File: config.mk
export PLATFORM = sky130hd
export DESIGN_NAME = nf10_cutter_axi_lite_regs
export DESIGN_NICKNAME = d
export VERILOG_FILES = /design/src/rtl/nf10_cutter_pkg.sv /design/src/rtl/nf10_cutter_axi_lite_ctrl.sv /design/src/rtl/nf10_cutter_axi_lite_regs.sv
export SDC_FILE = /design/constraint.sdc
export NUM_CORES = 1
export LEC_CHECK = 0
export ABC_AREA = 1
export BUFFER_PORTS_ARGS = -buffer_cell sky130_fd_sc_hd__buf_2
export CORE_MARGIN = 2
export CORE_UTILIZATION = 40
export CTS_CLUSTER_SIZE = 8
export DETAILED_ROUTE_END_ITERATION = 8
export PLACE_DENSITY_LB_ADDON = 0.2
export SLEW_MARGIN = 40
export SYNTH_ARGS = -nofsm -noshare
export SYNTH_HDL_FRONTEND = slang
export SYNTH_SLANG_ARGS = --single-unit
File: constraint.sdc
create_clock -name S_AXI_ACLK -period 3.1 [get_ports S_AXI_ACLK]
set_input_delay 0.465 -clock S_AXI_ACLK [delete_from_list [all_inputs] [get_ports S_AXI_ACLK]]
set_output_delay 0.465 -clock S_AXI_ACLK [all_outputs]
set_load 0.005 [all_outputs]
File: src/rtl/nf10_cutter_pkg.sv
// Shared definitions for the NF10 packet-cutter AXI4-Lite register block:
// register offsets, AXI response codes, handshake FSM states and a byte-strobe merge helper.
package nf10_cutter_pkg;

    localparam logic [7:0] CUT_EN_OFF  = 8'h00;
    localparam logic [7:0] WORD_OFF    = 8'h04;
    localparam logic [7:0] OFFSET_OFF  = 8'h08;
    localparam logic [7:0] BYTES_OFF   = 8'h0C;
    localparam logic [7:0] PKT_CNT_OFF = 8'h10;
    localparam logic [7:0] VERSION_OFF = 8'h14;

    localparam logic [1:0] OKAY   = 2'b00;
    localparam logic [1:0] SLVERR = 2'b10;

    typedef enum logic [1:0] {
        W_IDLE    = 2'd0,
        W_HAVE_AW = 2'd1,
        W_HAVE_W  = 2'd2,
        W_RESP    = 2'd3
    } wr_state_e;

    typedef enum logic {
        R_IDLE = 1'b0,
        R_RESP = 1'b1
    } rd_state_e;

    // Byte lanes with their strobe set take the new value, the rest keep the old one.
    function automatic logic [31:0] apply_strb(input logic [31:0] old_val,
                                               input logic [31:0] new_val,
                                               input logic [3:0]  strb);
        logic [31:0] res;
        res = old_val;
        for (int i = 0; i < 4; i++) begin
            if (strb[i]) begin
                res[i*8 +: 8] = new_val[i*8 +: 8];
            end else begin
                res[i*8 +: 8] = old_val[i*8 +: 8];
            end
        end
        return res;
    endfunction

endpackage

File: src/rtl/nf10_cutter_axi_lite_ctrl.sv
// AXI4-Lite handshake engine: AW/W/B and AR/R FSMs presenting a simple
// single-cycle wr_en / rd_en strobe interface to the register file.
module nf10_cutter_axi_lite_ctrl
    import nf10_cutter_pkg::*;
#(
    parameter int ADDR_W = 32,
    parameter int DATA_W = 32
) (
    input  logic                clk,
    input  logic                rst_n,
    input  logic [ADDR_W-1:0]   awaddr,
    input  logic                awvalid,
    output logic                awready,
    input  logic [DATA_W-1:0]   wdata,
    input  logic [DATA_W/8-1:0] wstrb,
    input  logic                wvalid,
    output logic                wready,
    output logic [1:0]          bresp,
    output logic                bvalid,
    input  logic                bready,
    input  logic [ADDR_W-1:0]   araddr,
    input  logic                arvalid,
    output logic                arready,
    output logic [DATA_W-1:0]   rdata,
    output logic [1:0]          rresp,
    output logic                rvalid,
    input  logic                rready,
    output logic                wr_en,
    output logic [ADDR_W-1:0]   wr_addr,
    output logic [DATA_W-1:0]   wr_data,
    output logic [DATA_W/8-1:0] wr_strb,
    input  logic                wr_err,
    output logic                rd_en,
    output logic [ADDR_W-1:0]   rd_addr,
    input  logic [DATA_W-1:0]   rd_data,
    input  logic                rd_err
);

    wr_state_e             w_state_r, w_state_s;
    rd_state_e             r_state_r, r_state_s;
    logic                  awready_r, awready_s, wready_r, wready_s, bvalid_r, bvalid_s;
    logic                  arready_r, arready_s, rvalid_r, rvalid_s;
    logic [1:0]            bresp_r, rresp_r;
    logic [DATA_W-1:0]     rdata_r;
    logic [ADDR_W-1:0]     aw_addr_r;
    logic [DATA_W-1:0]     w_data_r;
    logic [DATA_W/8-1:0]   w_strb_r;
    logic                  aw_fire_s, w_fire_s, ar_fire_s;

    assign aw_fire_s = awvalid & awready_r;
    assign w_fire_s  = wvalid & wready_r;
    assign ar_fire_s = arvalid & arready_r;

    // Whichever half arrived earlier comes from its latch, the other from the live bus.
    assign wr_addr = (w_state_r == W_HAVE_AW) ? aw_addr_r : awaddr;
    assign wr_data = (w_state_r == W_HAVE_W)  ? w_data_r  : wdata;
    assign wr_strb = (w_state_r == W_HAVE_W)  ? w_strb_r  : wstrb;
    assign rd_en   = ar_fire_s;
    assign rd_addr = araddr;

    assign awready = awready_r;
    assign wready  = wready_r;
    assign bvalid  = bvalid_r;
    assign bresp   = bresp_r;
    assign arready = arready_r;
    assign rvalid  = rvalid_r;
    assign rdata   = rdata_r;
    assign rresp   = rresp_r;

    // Write FSM next state, next ready/valid values and the write strobe.
    always_comb begin
        w_state_s = w_state_r;
        awready_s = awready_r;
        wready_s  = wready_r;
        bvalid_s  = bvalid_r;
        wr_en     = 1'b0;
        case (w_state_r)
            W_IDLE: begin
                if (aw_fire_s && w_fire_s) begin
                    wr_en = 1'b1; w_state_s = W_RESP;
                    awready_s = 1'b0; wready_s = 1'b0; bvalid_s = 1'b1;
                end else if (aw_fire_s) begin
                    w_state_s = W_HAVE_AW; awready_s = 1'b0; wready_s = 1'b1;
                end else if (w_fire_s) begin
                    w_state_s = W_HAVE_W; awready_s = 1'b1; wready_s = 1'b0;
                end else begin
                    awready_s = 1'b1; wready_s = 1'b1;
                end
            end
            W_HAVE_AW: begin
                if (w_fire_s) begin
                    wr_en = 1'b1; w_state_s = W_RESP; wready_s = 1'b0; bvalid_s = 1'b1;
                end else begin
                    w_state_s = W_HAVE_AW;
                end
            end
            W_HAVE_W: begin
                if (aw_fire_s) begin
                    wr_en = 1'b1; w_state_s = W_RESP; awready_s = 1'b0; bvalid_s = 1'b1;
                end else begin
                    w_state_s = W_HAVE_W;
                end
            end
            W_RESP: begin
                if (bready) begin
                    w_state_s = W_IDLE; awready_s = 1'b1; wready_s = 1'b1; bvalid_s = 1'b0;
                end else begin
                    w_state_s = W_RESP;
                end
            end
            default: begin
                w_state_s = W_IDLE; awready_s = 1'b0; wready_s = 1'b0; bvalid_s = 1'b0;
            end
        endcase
    end

    // Read FSM next state and next ready/valid values.
    always_comb begin
        r_state_s = r_state_r;
        arready_s = arready_r;
        rvalid_s  = rvalid_r;
        case (r_state_r)
            R_IDLE: begin
                if (ar_fire_s) begin
                    r_state_s = R_RESP; arready_s = 1'b0; rvalid_s = 1'b1;
                end else begin
                    arready_s = 1'b1;
                end
            end
            R_RESP: begin
                if (rready) begin
                    r_state_s = R_IDLE; arready_s = 1'b1; rvalid_s = 1'b0;
                end else begin
                    r_state_s = R_RESP;
                end
            end
            default: begin
                r_state_s = R_IDLE; arready_s = 1'b0; rvalid_s = 1'b0;
            end
        endcase
    end

    // Write channel state, latched AW/W halves and registered response.
    always_ff @(posedge clk) begin
        if (!rst_n) begin
            w_state_r <= W_IDLE;
            awready_r <= 1'b0;
            wready_r  <= 1'b0;
            bvalid_r  <= 1'b0;
            bresp_r   <= OKAY;
            aw_addr_r <= '0;
            w_data_r  <= '0;
            w_strb_r  <= '0;
        end else begin
            w_state_r <= w_state_s;
            awready_r <= awready_s;
            wready_r  <= wready_s;
            bvalid_r  <= bvalid_s;
            if (aw_fire_s) aw_addr_r <= awaddr;
            if (w_fire_s) begin
                w_data_r <= wdata;
                w_strb_r <= wstrb;
            end
            if (wr_en) bresp_r <= wr_err ? SLVERR : OKAY;
        end
    end

    // Read channel state and registered read data/response.
    always_ff @(posedge clk) begin
        if (!rst_n) begin
            r_state_r <= R_IDLE;
            arready_r <= 1'b0;
            rvalid_r  <= 1'b0;
            rdata_r   <= '0;
            rresp_r   <= OKAY;
        end else begin
            r_state_r <= r_state_s;
            arready_r <= arready_s;
            rvalid_r  <= rvalid_s;
            if (ar_fire_s) begin
                rdata_r <= rd_data;
                rresp_r <= rd_err ? SLVERR : OKAY;
            end
        end
    end

endmodule

File: src/rtl/nf10_cutter_axi_lite_regs.sv
// Packet-cutter configuration register file behind an AXI4-Lite slave; staged values
// commit on packet boundaries. Define NF10_CUTTER_STATS_EN to build the PKT_CNT counter.
module nf10_cutter_axi_lite_regs
    import nf10_cutter_pkg::*;
#(
    parameter logic [31:0] C_BASEADDR         = 32'h77800000,
    parameter logic [31:0] C_HIGHADDR         = 32'h7780FFFF,
    parameter int          C_S_AXI_ADDR_WIDTH = 32,
    parameter int          C_S_AXI_DATA_WIDTH = 32,
    parameter logic [31:0] C_VERSION          = 32'h00010000
) (
    input  logic                            S_AXI_ACLK,
    input  logic                            S_AXI_ARESETN,
    input  logic [C_S_AXI_ADDR_WIDTH-1:0]   S_AXI_AWADDR,
    input  logic                            S_AXI_AWVALID,
    output logic                            S_AXI_AWREADY,
    input  logic [C_S_AXI_DATA_WIDTH-1:0]   S_AXI_WDATA,
    input  logic [C_S_AXI_DATA_WIDTH/8-1:0] S_AXI_WSTRB,
    input  logic                            S_AXI_WVALID,
    output logic                            S_AXI_WREADY,
    output logic [1:0]                      S_AXI_BRESP,
    output logic                            S_AXI_BVALID,
    input  logic                            S_AXI_BREADY,
    input  logic [C_S_AXI_ADDR_WIDTH-1:0]   S_AXI_ARADDR,
    input  logic                            S_AXI_ARVALID,
    output logic                            S_AXI_ARREADY,
    output logic [C_S_AXI_DATA_WIDTH-1:0]   S_AXI_RDATA,
    output logic [1:0]                      S_AXI_RRESP,
    output logic                            S_AXI_RVALID,
    input  logic                            S_AXI_RREADY,
    input  logic                            pkt_boundary,
    input  logic                            pkt_cut,
    output logic                            cut_en,
    output logic [31:0]                     cut_word,
    output logic [31:0]                     cut_offset,
    output logic [15:0]                     cut_bytes
);

    logic                          wr_en_s, rd_en_s, wr_hit_s, rd_hit_s;
    logic [C_S_AXI_ADDR_WIDTH-1:0] wr_addr_s, rd_addr_s;
    logic [31:0]                   wr_data_s, rd_data_s, rd_mux_s, wr_old_s, wr_new_s, pkt_cnt_s;
    logic [3:0]                    wr_strb_s;
    logic [5:0]                    wr_idx_s, rd_idx_s;
    logic                          en_r, cut_en_r;
    logic [31:0]                   word_r, offset_r, cut_word_r, cut_offset_r;
    logic [15:0]                   bytes_r, cut_bytes_r;

    nf10_cutter_axi_lite_ctrl #(
        .ADDR_W (C_S_AXI_ADDR_WIDTH),
        .DATA_W (C_S_AXI_DATA_WIDTH)
    ) u_ctrl (
        .clk     (S_AXI_ACLK),
        .rst_n   (S_AXI_ARESETN),
        .awaddr  (S_AXI_AWADDR),
        .awvalid (S_AXI_AWVALID),
        .awready (S_AXI_AWREADY),
        .wdata   (S_AXI_WDATA),
        .wstrb   (S_AXI_WSTRB),
        .wvalid  (S_AXI_WVALID),
        .wready  (S_AXI_WREADY),
        .bresp   (S_AXI_BRESP),
        .bvalid  (S_AXI_BVALID),
        .bready  (S_AXI_BREADY),
        .araddr  (S_AXI_ARADDR),
        .arvalid (S_AXI_ARVALID),
        .arready (S_AXI_ARREADY),
        .rdata   (S_AXI_RDATA),
        .rresp   (S_AXI_RRESP),
        .rvalid  (S_AXI_RVALID),
        .rready  (S_AXI_RREADY),
        .wr_en   (wr_en_s),
        .wr_addr (wr_addr_s),
        .wr_data (wr_data_s),
        .wr_strb (wr_strb_s),
        .wr_err  (~wr_hit_s),
        .rd_en   (rd_en_s),
        .rd_addr (rd_addr_s),
        .rd_data (rd_data_s),
        .rd_err  (~rd_hit_s)
    );

    assign wr_hit_s = (wr_addr_s >= C_BASEADDR) && (wr_addr_s <= C_HIGHADDR);
    assign rd_hit_s = (rd_addr_s >= C_BASEADDR) && (rd_addr_s <= C_HIGHADDR);
    assign wr_idx_s = wr_addr_s[7:2] - C_BASEADDR[7:2];
    assign rd_idx_s = rd_addr_s[7:2] - C_BASEADDR[7:2];

    // Merge the write data into the addressed staged register under the byte strobes.
    always_comb begin
        wr_old_s = 32'h0;
        case (wr_idx_s)
            CUT_EN_OFF[7:2]: wr_old_s = {31'h0, en_r};
            WORD_OFF[7:2]:   wr_old_s = word_r;
            OFFSET_OFF[7:2]: wr_old_s = offset_r;
            BYTES_OFF[7:2]:  wr_old_s = {16'h0, bytes_r};
            default:         wr_old_s = 32'h0;
        endcase
        wr_new_s = apply_strb(wr_old_s, wr_data_s, wr_strb_s);
    end

    // Staged configuration registers, updated by in-window AXI writes.
    always_ff @(posedge S_AXI_ACLK) begin
        if (!S_AXI_ARESETN) begin
            en_r     <= 1'b0;
            word_r   <= 32'h0;
            offset_r <= 32'h0;
            bytes_r  <= 16'h0;
        end else if (wr_en_s && wr_hit_s) begin
            case (wr_idx_s)
                CUT_EN_OFF[7:2]: en_r     <= wr_new_s[0];
                WORD_OFF[7:2]:   word_r   <= wr_new_s;
                OFFSET_OFF[7:2]: offset_r <= wr_new_s;
                BYTES_OFF[7:2]:  bytes_r  <= wr_new_s[15:0];
                default:         en_r     <= en_r;
            endcase
        end
    end

`ifdef NF10_CUTTER_STATS_EN
    logic [31:0] pkt_cnt_r;
    logic        cnt_clr_s;

    assign cnt_clr_s = wr_en_s && wr_hit_s && (wr_idx_s == PKT_CNT_OFF[7:2]);
    assign pkt_cnt_s = pkt_cnt_r;

    // Saturating frame-cut counter; a register write clears it and beats a same-cycle cut.
    always_ff @(posedge S_AXI_ACLK) begin
        if (!S_AXI_ARESETN) begin
            pkt_cnt_r <= 32'h0;
        end else if (cnt_clr_s) begin
            pkt_cnt_r <= 32'h0;
        end else if (pkt_cut && (pkt_cnt_r != 32'hFFFFFFFF)) begin
            pkt_cnt_r <= pkt_cnt_r + 32'd1;
        end
    end
`else
    logic unused_pkt_cut_s;

    assign unused_pkt_cut_s = pkt_cut;
    assign pkt_cnt_s        = 32'h0;
`endif

    // Read mux over staged values; out-of-window or unmapped offsets return zero.
    always_comb begin
        rd_mux_s = 32'h0;
        if (rd_hit_s) begin
            case (rd_idx_s)
                CUT_EN_OFF[7:2]:  rd_mux_s = {31'h0, en_r};
                WORD_OFF[7:2]:    rd_mux_s = word_r;
                OFFSET_OFF[7:2]:  rd_mux_s = offset_r;
                BYTES_OFF[7:2]:   rd_mux_s = {16'h0, bytes_r};
                PKT_CNT_OFF[7:2]: rd_mux_s = pkt_cnt_s;
                VERSION_OFF[7:2]: rd_mux_s = C_VERSION;
                default:          rd_mux_s = 32'h0;
            endcase
        end else begin
            rd_mux_s = 32'h0;
        end
    end

    assign rd_data_s = rd_en_s ? rd_mux_s : 32'h0;

    // Commit staged settings only between frames, or freely while cutting is off.
    always_ff @(posedge S_AXI_ACLK) begin
        if (!S_AXI_ARESETN) begin
            cut_en_r     <= 1'b0;
            cut_word_r   <= 32'h0;
            cut_offset_r <= 32'h0;
            cut_bytes_r  <= 16'h0;
        end else if (pkt_boundary || !cut_en_r) begin
            cut_en_r     <= en_r;
            cut_word_r   <= word_r;
            cut_offset_r <= offset_r;
            cut_bytes_r  <= bytes_r;
        end
    end

    assign cut_en     = cut_en_r;
    assign cut_word   = cut_word_r;
    assign cut_offset = cut_offset_r;
    assign cut_bytes  = cut_bytes_r;

endmodule

# Yosys cells after proc, flatten, opt, wreduce, memory -nomap -nowiden
# Cells that the tools add are included.
dict set report totals {
  out_inout_bits 122
  ff_bits 274
  wordCells 112
}
dict set report op_classes {
  eq_ne 17
  reduce_logical 19
  magnitude_cmp 4
  n_bitwise 4
  mux 47
}
# op n
set ops {}
lappend ops {{32-bit one-hot mux with 5 select lines} 1}
lappend ops {{32-bit 2-to-1 mux} 3}
lappend ops {{32-bit one-hot mux with 3 select lines} 1}
lappend ops {{32-bit by 31-bit greater-or-equal comparator with 1-bit output (second input constant)} 2}
lappend ops {{32-bit by 31-bit less-or-equal comparator with 1-bit output (second input constant)} 2}
lappend ops {{8-bit 2-to-1 mux} 4}
lappend ops {{6-bit by 2-bit == test with 1-bit output (second input constant)} 4}
lappend ops {{1-bit 2-to-1 mux} 22}
lappend ops {{2-bit 2-to-1 mux} 7}
lappend ops {{6-bit by 1-bit == test with 1-bit output (second input constant)} 2}
lappend ops {{6-bit logical NOT} 2}
lappend ops {{2-bit AND reduction} 5}
lappend ops {{1-bit one-hot mux with 3 select lines} 3}
lappend ops {{2-bit one-hot mux with 4 select lines} 1}
lappend ops {{6-bit by 3-bit == test with 1-bit output (second input constant)} 1}
lappend ops {{2-bit by 1-bit inequality test with 1-bit output (second input constant)} 3}
lappend ops {{2-bit inequality test (second input constant)} 3}
lappend ops {{1-bit one-hot mux with 2 select lines} 3}
lappend ops {{3-bit AND reduction} 2}
lappend ops {{3-bit nonzero test} 2}
lappend ops {{2-bit == test (second input constant)} 2}
lappend ops {{1-bit logical AND} 4}
lappend ops {{4-bit 2-to-1 mux} 1}
lappend ops {{4-bit by 1-bit inequality test with 1-bit output (second input constant)} 1}
lappend ops {{other kinds (8)} 10}

# Logic depth before layout (Yosys ltp)
dict set report depth {
  ltp_word 6
  mapped_depth 17
  mapped_depth_nobuf 13
}

# Modules after synthesis
# Synthesis repeated with hierarchy kept, for this count alone.
dict set report hier_totals {
  cells_unflattened 1730
  hier_area_um2 12545.8
}
# mod n_inst cells_each area_per_inst_um2
set by_module_without_submodules {}
lappend by_module_without_submodules {nf10_cutter_axi_lite_regs 1 1119 7419.6}
lappend by_module_without_submodules {nf10_cutter_axi_lite_ctrl 1 611 5126.2}

# Worst setup path after synthesis
# OpenSTA, ideal clock, no wires.
dict set report synth_timing {
  kind {register to register}
  start {register u_ctrl.w_state_r[1]}
  end {register bytes_r[0]}
  arrival_ps 1912
  stages_incl_launch_ff 16
  path_slack_ps 1079
  setup_time_ps 109
  path_cell_list {dfxtp_1 inv_1 ha_1 buf_6 inv_6 buf_6 nand4_1 nand2_1 nand2_2 nor2_4 nand3_4 nor2_4 buf_6 nand3_1 nand2_1 inv_1}
}
dict set report synth_between {
  elab_chain_cells 6
  elab_cells_between_ends 17
  classes_between {2 x order compare; 5 x eq/ne; 6 x mux; 4 x reduce/logical}
}
# item line
set synth_rtl {}
lappend synth_rtl {{from (decl)} nf10_cutter_axi_lite_ctrl.sv:39} ;# wr_state_e w_state_r, w_state_s;
lappend synth_rtl {{from (signal assigned)} nf10_cutter_axi_lite_ctrl.sv:155} ;# w_state_r <= w_state_s;
lappend synth_rtl {{2-bit by 1-bit == test with 1-bit output} {nf10_cutter_axi_lite_ctrl.sv:55, nf10_cutter_axi_lite_ctrl.sv:77}}
lappend synth_rtl {{32-bit 2-to-1 mux} nf10_cutter_axi_lite_ctrl.sv:55} ;# assign wr_addr = (w_state_r == W_HAVE_AW) ? aw_addr_r : awaddr;
lappend synth_rtl {{32-bit by 31-bit greater-or-equal comparator with 1-bit output / 32-bit by 31-bit less-or-equal comparator with 1-bit output (equally long branches)} nf10_cutter_axi_lite_regs.sv:82} ;# assign wr_hit_s = (wr_addr_s >= C_BASEADDR) && (wr_addr_s <= C_HIGHADDR);
lappend synth_rtl {{1-bit logical AND} nf10_cutter_axi_lite_regs.sv:82}
lappend synth_rtl {{1-bit logical AND} nf10_cutter_axi_lite_regs.sv:107} ;# end else if (wr_en_s && wr_hit_s) begin
lappend synth_rtl {{2-bit AND reduction (no line)} -}
lappend synth_rtl {{to (signal assigned)} nf10_cutter_axi_lite_regs.sv:112} ;# BYTES_OFF[7:2]: bytes_r <= wr_new_s[15:0];
lappend synth_rtl {{to (decl)} nf10_cutter_axi_lite_regs.sv:46} ;# logic [15:0] bytes_r, cut_bytes_r;
# Several ways; a longest one is shown, not always the timed one.
# A chain may end at the register's enable or synchronous reset.

# Final worst setup path
dict set report layout_timing {
  start {register u_ctrl.w_state_r[1]}
  end {register offset_r[0]}
}
dict set report layout_between {
  elab_chain_cells 6
  elab_cells_between_ends 17
  classes_between {2 x order compare; 5 x eq/ne; 6 x mux; 4 x reduce/logical}
}
# item line
set layout_rtl {}
lappend layout_rtl {{2-bit by 1-bit == test with 1-bit output} {nf10_cutter_axi_lite_ctrl.sv:55, nf10_cutter_axi_lite_ctrl.sv:77}}
lappend layout_rtl {{32-bit 2-to-1 mux} nf10_cutter_axi_lite_ctrl.sv:55}
lappend layout_rtl {{32-bit by 31-bit greater-or-equal comparator with 1-bit output / 32-bit by 31-bit less-or-equal comparator with 1-bit output (equally long branches)} nf10_cutter_axi_lite_regs.sv:82}
lappend layout_rtl {{1-bit logical AND} nf10_cutter_axi_lite_regs.sv:82}
lappend layout_rtl {{1-bit logical AND} nf10_cutter_axi_lite_regs.sv:107}
lappend layout_rtl {{2-bit AND reduction (no line)} -}
lappend layout_rtl {{to (signal assigned)} nf10_cutter_axi_lite_regs.sv:111} ;# OFFSET_OFF[7:2]: offset_r <= wr_new_s;
lappend layout_rtl {{to (decl)} nf10_cutter_axi_lite_regs.sv:45} ;# logic [31:0] word_r, offset_r, cut_word_r, cut_offset_r;
# Several ways; a longest one is shown, not always the timed one.

==> impl_results.md <==
* Slew of the pin with the lowest slew margin at 0.723 ns
* Die Ht at 175 um
* FP Rows at 62
* Pwr Density at 670 nW/um^2
* Port bufs at 207
* Dpl cells at 2152
* Min Tclk post-route at 2.71 ns
* Nets@finish at 1926
* Synth Area in Compound Gates at 19.4%
* Multiplexer share of the synthesized area at 0%
* Pin count of the biggest net entering global routing at 131
* Combinational family with the most area after synthesis: simple AND/OR/NAND/NOR gates
* Initial antenna violation count at 4
* Fraction of layout cells with a size suffix above 1 at 18.5%
* GRT Total Usage at 22.2%
* Post-Synth Adder-Cell Area at 0.643%
* Final Hold Slack at 0.143 ns
* Final Wtd Congestion at 0.865
* Post-synth top area share at 44.9%
* FFs w/ async S/R, synth at 0%
* Most common cell in the synthesized netlist: nor2_1
* Synthesized cell area at 11700 um^2
* Area grow syn2layout at 20.3%
* Vias in the first global route at 9838
* CTS tree: done
* Pleak at 6.27 nW
* Fin crit share at 87.4%
* CTS root buf: clkbuf_16
* Hold WC Path Type: in -> reg
* Main flop type after synthesis: dfxtp_1
* Most frequent cells after synthesis: nor2_1 (286), dfxtp_1 (262), nand2_1 (253), o21ai_0 (156), a21oi_1 (124)
* Critical Path Fanout Max at 17
* Clock latency on the worst-skew pair at 0.52 ns
* Final Hold Fails at 0
* Hpwl dp at 24200 um
* Slew Viols, Final at 0
* Die area at 30600 um^2
* Clk slew on worst S/H paths at 0.05 ns
* FF+latch count, synth at 262
* DRT Pass-1 Iters at 5
* Setup WS pre-CTS at 0.362 ns
* RSZ-0062 raised after global routing: no
* Max Clk Rate at 0.369 GHz
* Max H-tree Level at 2
* Antenna Violating Nets Remaining at 0
* Syn avg cell area at 7.12 um^2
* Simple-gate portion of the synthesized area at 25.9%
* Outcome: complete, no violations
* Max cap viols at 0
* DRC at 0
* Post-synthesis sequential area ratio at 44.9%
* Synth Instances at 1638
* CTS hold repair buffers at 0
* Synth warnings at 0
* Setup violators final at 0
* Global route total overflow at 0
* Vias at 11.3k
* Total negative slack at 0 ns
* Post_cts resized at 0
* Total wire length at 35200 um
* Post-CTS setup buffer count at 0
* Layout Cells excl Fill at 2198
* Die width at 175 um
* Arrival time worst endpoint at 3.12 ns
* Setup CP Type: reg -> reg
* Slew headroom at 51.8%
* Io pins at 231
* Yosys cell types at 42
* XOR/XNOR Fraction of Synth Area at 0%
* First-pass GRT wire length at 54800 um
* Number of synthesized flops with an enable pin at 0
* Crit path capture type: flip-flop
* DR iter-0 viols at 863
* CP Launch Type: flip-flop
* Vias per std cell at 5.12
* Area leader, netlist: dfxtp_1
* Initial core utilization at 40.7%
* Skew final at 0.0190 ns
* CORE AREA at 28700 um^2
* Clock sinks at 262
* CP Data Required Time at 3.51 ns
* Wire per inst at 16.0 um
* Worst VDD drop at 0.412 mV
* Fin util at 48.9%
* Clock Tree Buf Depth at 3
* Largest cells by area after synthesis: dfxtp_1 (45%), nor2_1 (9.2%), nand2_1 (8.1%), o21ai_0 (6.7%), a21oi_1 (5.3%)
* Setup WS post-layout at 0.391 ns
* TritonCTS buffer count at 38
-- cell type report --
cell class,count,area [um^2]
Inverter,129,490
Tap cell,384,480
Clock inverter,2,32.5
Timing Repair Buffer,245,1420
Clock buffer,40,990
Fill cell,2961,14700
Multi-Input combinational cell,1135,5380
Antenna cell,1,2.50
Sequential cell,262,5250
-- final timing paths --
check	cells after the start	endpoint	from	slack, ns
worst min-delay path	2	u_ctrl.rvalid$_SDFFE_PN0P_	S_AXI_RREADY	0.14
worst max register to register	13	offset_r[0]$_SDFFE_PN0P_	u_ctrl.w_state_r[1]$_SDFFE_PN0P_	0.39
worst min register to register	2	u_ctrl.aw_addr_r[6]$_SDFFE_PN0P_	u_ctrl.aw_addr_r[6]$_SDFFE_PN0P_	0.45
worst max-delay path	13	offset_r[0]$_SDFFE_PN0P_	u_ctrl.w_state_r[1]$_SDFFE_PN0P_	0.39
-- cells in the final DEF, fill, tap and decap left out, drive strengths merged, types with 2 or more instances in the layout --
cell    count
ha          6
o22ai      15
a31oi       3
o211ai     33
or2        15
conb        2
nand3     118
nor2      296
clkinv      5
a21oi     125
nand2     259
inv       126
clkbuf     41
o221ai      8
buf       244
dfxtp     262
nand4      16
o21ai     230
-- cells by family (layout without fill, tap and decap cells) --
kind of cell / Yosys count / count (layout)
compound gates: 419 / 419
fa+ha+maj: 6 / 6
buf+inv: 242 / 416
flops: 262 / 262
other cells: 1 / 3
simple gates: 708 / 708
-- where the power goes --
part           internal, W  total [W]  switching [W]
Sequential         0.00358    0.00369       0.000110
Combinational     0.000643    0.00206        0.00141
Clock              0.00223    0.00365        0.00142
-- through the flow --
stage	cell area (um^2)	power (W)
2_1_floorplan	11700	0.00524
3_3_place_gp	13000	0.00575
3_5_place_dp	13000	0.00578
4_1_cts	14000	0.00946
5_1_grt	14000	0.00989
6_report	14000	0.00940
-- registers in the layout, summed over array words and instances, names as in the netlist, 16 cells and up --
signal,count
u_ctrl.aw_addr_r,22
bytes_r,16
cut_word,32
word_r,32
u_ctrl.w_data_r,32
cut_offset,32
u_ctrl.rdata,32
cut_bytes,16
offset_r,32
-- layer usage --
metal / track usage, % / part of all wire (%)
met5: 0 / 0.060
met2: 31.7 / 41
met3: 4.98 / 8.4
met1: 33.7 / 49
met4: 5.14 / 1.7
-- worst max-delay path, stage by stage (launching register included) --
cell and delay [ns]:
dfxtp_1 0.36, inv_1 0.13, ha_1 0.64, buf_4 0.25
nand2_1 0.05, nand2_1 0.06, nand3_1 0.11, nor2_4 0.25
nand3_4 0.16, nor2_4 0.12, buf_4 0.25, nand3_1 0.12
nand2_1 0.07, inv_1 0.03
No activity file was read; power rests on OpenSTA's default activity.
